### config.mk
export PLATFORM = sky130hd
export DESIGN_NAME = imem_loader
export DESIGN_NICKNAME = d
export VERILOG_FILES = /design/src/rtl/imem_loader.sv
export SDC_FILE = /design/constraint.sdc
export NUM_CORES = 1
export LEC_CHECK = 0
export CORE_MARGIN = 3
export CORE_UTILIZATION = 35
export DETAILED_ROUTE_END_ITERATION = 6
export PLACE_DENSITY = 0.62
export SKIP_CTS_REPAIR_TIMING = 1
export SYNTH_ARGS = -nofsm -noshare
export SYNTH_HDL_FRONTEND = slang
export SYNTH_SLANG_ARGS = --single-unit
export TNS_END_PERCENT = 20
### constraint.sdc
create_clock -name clk -period 1.9 [get_ports clk]
set_clock_uncertainty 0.05 [all_clocks]
set_input_delay 0.38 -clock clk [delete_from_list [all_inputs] [get_ports clk]]
set_output_delay 0.38 -clock clk [all_outputs]
set_load 0.05 [all_outputs]
### src/rtl/imem_loader.sv
// imem_loader: receives a byte stream from a host link and writes it into the
// instruction memory. The first little-endian 32-bit word is a header holding
// the word count N. The next N words go to byte addresses 0, 4, 8, and so on.
// The core is held in reset until the final word has been written.
module imem_loader #(
  parameter int DEPTH = 1024,
  parameter int CNT_W = 11
) (
  input  logic             clk,
  input  logic             rst,
  input  logic             s_valid,
  input  logic [7:0]       s_data,
  output logic             s_ready,
  output logic             mem_we,
  output logic [31:0]      mem_addr,
  output logic [31:0]      mem_wdata,
  output logic             core_hold,
  output logic             load_done,
  output logic             load_err,
  output logic [CNT_W-1:0] words_loaded
);

  localparam logic [2:0] ST_HDR  = 3'd0;
  localparam logic [2:0] ST_DATA = 3'd1;
  localparam logic [2:0] ST_FIN  = 3'd2;
  localparam logic [2:0] ST_DONE = 3'd3;
  localparam logic [2:0] ST_ERR  = 3'd4;

  logic [2:0]       state_reg, state_next;
  logic [1:0]       byte_idx_reg;
  logic [7:0]       lane_reg [3];
  logic [CNT_W-1:0] n_reg;
  logic [CNT_W-1:0] cnt_reg;
  logic             mem_we_reg;
  logic [31:0]      addr_reg;
  logic [31:0]      wdata_reg;

  logic             accept;
  logic             last_byte;
  logic [31:0]      word_full;

  // Ready depends only on the registered state.
  // There is no path from s_valid to s_ready.
  assign s_ready   = (state_reg == ST_HDR) || (state_reg == ST_DATA);
  assign accept    = s_valid && s_ready;
  assign last_byte = accept && (byte_idx_reg == 2'd3);
  // The fourth byte is combined with the three bytes already captured.
  // This forms the complete word in the same cycle the fourth byte arrives.
  assign word_full = {s_data, lane_reg[2], lane_reg[1], lane_reg[0]};

  genvar gi;
  generate
    for (gi = 0; gi < 3; gi++) begin : g_lane
      // Capture byte gi of the word being assembled.
      // This lane is independent of mem_wdata.
      always_ff @(posedge clk) begin
        if (rst)
          lane_reg[gi] <= '0;
        else if (accept && (byte_idx_reg == 2'(gi)))
          lane_reg[gi] <= s_data;
      end
    end
  endgenerate

  // Next-state logic.
  // A header above DEPTH goes to ERR, which also covers nonzero upper bits.
  // DONE and ERR are terminal until reset.
  always_comb begin
    state_next = state_reg;
    case (state_reg)
      ST_HDR: begin
        if (last_byte) begin
          if (word_full == 32'd0)
            state_next = ST_DONE;
          else if (word_full > 32'(DEPTH))
            state_next = ST_ERR;
          else
            state_next = ST_DATA;
        end
      end
      ST_DATA: begin
        if (last_byte && ((cnt_reg + CNT_W'(1)) == n_reg))
          state_next = ST_FIN;
      end
      ST_FIN:  state_next = ST_DONE;
      ST_DONE: state_next = ST_DONE;
      ST_ERR:  state_next = ST_ERR;
      default: state_next = ST_HDR;
    endcase
  end

  // State register, byte index and latched word count.
  always_ff @(posedge clk) begin
    if (rst) begin
      state_reg    <= ST_HDR;
      byte_idx_reg <= 2'd0;
      n_reg        <= '0;
    end else begin
      state_reg <= state_next;
      if (accept)
        byte_idx_reg <= byte_idx_reg + 2'd1;
      if ((state_reg == ST_HDR) && last_byte)
        n_reg <= word_full[CNT_W-1:0];
    end
  end

  // Memory write port.
  // The strobe lasts one cycle. Address and data are held between writes.
  always_ff @(posedge clk) begin
    if (rst) begin
      mem_we_reg <= 1'b0;
      addr_reg   <= '0;
      wdata_reg  <= '0;
      cnt_reg    <= '0;
    end else begin
      mem_we_reg <= 1'b0;
      if ((state_reg == ST_DATA) && last_byte) begin
        mem_we_reg <= 1'b1;
        wdata_reg  <= word_full;
        addr_reg   <= {{(30-CNT_W){1'b0}}, cnt_reg, 2'b00};
        cnt_reg    <= cnt_reg + CNT_W'(1);
      end
    end
  end

  assign mem_we       = mem_we_reg;
  assign mem_addr     = addr_reg;
  assign mem_wdata    = wdata_reg;
  assign words_loaded = cnt_reg;
  assign core_hold    = (state_reg != ST_DONE);
  assign load_done    = (state_reg == ST_DONE);
  assign load_err     = (state_reg == ST_ERR);

endmodule

==> flow_summary.toml <==
[outcome]
outcome = "complete, but fails checks"
violations = "setup timing"

[worst_hold_path]
hold_class = "input pin to flip-flop"
hold_start = "rst"

[layout]
register_area_mm2 = 0.00216
nNetsFinal = 591
area.growth.synth_to_final_pct = 32.5
layout-drive-gt1-share = 0.271
fin_area_mm2 = 0.00560
fill_cells = 1111
diodes = 0
layout.cells.non_filler = 723
largest_reg_flops = 32
multiInputGateArea_mm2 = 0.00193

[clock_tree]
clkLatencyLatePin_ns = 0.35
clock_sinks = 95
cts_tree = "built"
cts_inserted_buffers = 9
cts.path.max_buffers = 2
clkSlewWorstSetupHoldPaths_ns = 0.07
h-tree-depth = 3
clock-root-buffer = "clkbuf_16"

[synth]
yosys_warnings = 0
synth_cell_type_count = 50
yosys_register_bits = 95
syn-cell-area_mm2 = 0.00423
async_flop_share = 0
synthCells = 477
synth-main-ff-cell = "dfxtp_1"
synth_edf_count = 24
syn_area_per_cell_um2 = 8.86
ys_seq_area_frac = 0.507

[placed_design]
hpwl_um = 7910
gp_congestion = 0.880
numPortBuffers = 69
dpl_cell_area_mm2 = 0.00522
dpl.cell_count = 706

[detailed_routing]
ant_nets = 0
num_vias = 3596
dr.first_iter.drc_count = 224
dr.pass1.iters = 4
routed_wirelength_um = 10700
route.detailed.drc = 0
viasPerCell = 4.97
routedWlPerCell_um = 14.9

[sta]
fin_crit_ns = 1.93
setup_viol = 1
fin_ws_ns = -0.0336
finalCritPeriodShare = 1.02
rsz0062_at_grt = "true"
drv_slew = 0
hold_viol = 0
fmax_ghz = 0.517

[grt]
grt-ovfl-total = 0
grt_antenna_before_repair = 0
grt.total_usage = 0.163
grt_max_degree = 33
grt_pass1_vias = 3538
grt_pass1_wl_um = 17100

[die]
rows = 39
start_util = 0.364
fp.coreArea_mm2 = 0.0116
io_pins = 91
die_area_mm2 = 0.0134
die_y_um = 116
die_w_um = 116

[setup_path]
rr_worst_depth = 7
r2r_start = "words_loaded[1]$_SDFFE_PP0P_"
crit_type = "flip-flop to flip-flop"
critPathCapture = "state_reg[0]$_SDFFE_PP0P_"
start_kind = "flip-flop"
endpoint_kind = "flip-flop"
slowest_delay_ns = 0.37
cp_cell_sequence = "ha_4 > xor2_1 > a311oi_1 > o21ai_1 > or3_4 > o311ai_4 > a221oi_2"
arrival_ns = 2.10
critPathMaxFanout = 2
crit_required_ns = 2.07
rrSetupSlack_ns = -0.03
rr_endpoint = "state_reg[0]$_SDFFE_PP0P_"
crit_slowest_cell = "or3_4"
startpoint = "words_loaded[1]$_SDFFE_PP0P_"

[power_and_ir_drop]
powerDensity_mw_per_mm2 = 771
p_leak_nw = 2.25
ir_drop_v = 0.000509

[job]
maxCapViolCount = 0
[worst max-delay path: cells and delay by family (launching register included)]
family / cells / cell delay [ns]
xor+xnor: 1 / 0.16
compound gates: 4 / 0.63
flops: 1 / 0.35
fa+ha+maj: 1 / 0.24
simple gates: 1 / 0.37
[cells in the mapped netlist, types with 5 or more instances]
master / count / area, um^2
a21oi_1: 63 / 315
dfxtp_1: 71 / 1420
buf_4: 21 / 158
and3_1: 27 / 169
nand3_1: 8 / 40.0
nor4_1: 7 / 43.8
nor2_1: 22 / 82.6
nand2_1: 119 / 447
edfxtp_1: 24 / 721
buf_2: 6 / 30.0
xnor2_1: 15 / 131
inv_1: 8 / 30.0
ha_1: 5 / 62.6
xor2_1: 8 / 70.1
clkbuf_1: 20 / 75.1
[cell usage in the layout, fill, tap and decap left out, types with 2 or more instances in the layout]
master / count
nand2_1: 118
nor2_4: 2
xnor2_1: 15
nor4_2: 2
o21ai_0: 4
clkdlybuf4s50_1: 9
edfxtp_1: 24
dfxtp_1: 59
o221ai_1: 2
nor3_1: 4
nor4_1: 4
nand4b_1: 2
nand3_2: 2
buf_4: 102
nor2_1: 20
nand3_1: 7
dfxtp_2: 9
clkbuf_16: 9
conb_1: 21
buf_12: 7
dfxtp_4: 3
ha_1: 4
nor4_4: 3
inv_1: 8
xor2_1: 8
a21o_1: 3
nand4_1: 4
and3_1: 27
a21oi_1: 63
[layer usage]
metal | share of wire | GRT usage | wire [um]
met5 | 0 | 0 | 0
met4 | 0.028 | 0.0503 | 302
met3 | 0.053 | 0.0501 | 573
met2 | 0.50 | 0.283 | 5330
met1 | 0.42 | 0.192 | 4530
[how the worst min path moves through the flow]
| stage | cells after the start | end |
|---|---|---|
| 2_1_floorplan | 2 | n_reg[10]$_SDFFE_PP0P_ |
| 3_3_place_gp | 2 | mem_wdata[11]$_SDFFE_PP0P_ |
| 3_5_place_dp | 2 | mem_wdata[23]$_SDFFE_PP0P_ |
| 4_1_cts | 2 | state_reg[0]$_SDFFE_PP0P_ |
| 5_1_grt | 2 | state_reg[0]$_SDFFE_PP0P_ |
| 6_report | 2 | mem_we$_SDFF_PP0_ |
[power breakdown]
group	internal [W]	total (W)	switching (W)	leakage (nW)
combinational	0.000115	0.000337	0.000222	1.28
sequential	0.00212	0.00216	0.0000432	0.832
clock	0.00103	0.00182	0.000786	0.143
total	0.00327	0.00432	0.00105	2.25
[metrics by stage]
step | util | total power [W] | worst slack [ns] | setup TNS (ns) | hold WS (ns)
4_1_cts | 0.476 | 0.00435 | -0.222 | -0.566 | 0.338
6_report | 0.482 | 0.00432 | -0.0336 | -0.0336 | 0.351
3_3_place_gp | 0.450 | 0.00253 | -0.467 | -2.05 | 0.395
3_5_place_dp | 0.450 | 0.00253 | -0.461 | -2.83 | 0.401
5_1_grt | 0.482 | 0.00449 | -0.152 | -0.340 | 0.350
2_1_floorplan | - | 0.00242 | -0.122 | -0.159 | 0.398
[layout make-up]
| cell class | instances | share of cell area |
|---|---|---|
| flip-flops and latches | 95 | 0.387 |
| multi-input cells | 342 | 0.344 |
| repair buffers | 119 | 0.179 |
| clock buffers | 10 | 0.0409 |
| well taps | 143 | 0.0319 |
| clock inverters | 6 | 0.0125 |
| inverters | 8 | 0.00536 |
[kinds of logic after synthesis]
logic type / Yosys count / synth area share
AOI/OAI and AO/OA: 85 / 0.120
and+or+nand+nor: 208 / 0.232
other: 1 / 0.000887
xor gates and xnor gates: 23 / 0.0477
buffers and inverters: 60 / 0.0779
DFF: 95 / 0.507
adders and majority gates: 5 / 0.0148
Power figures use the tool's default switching activity.
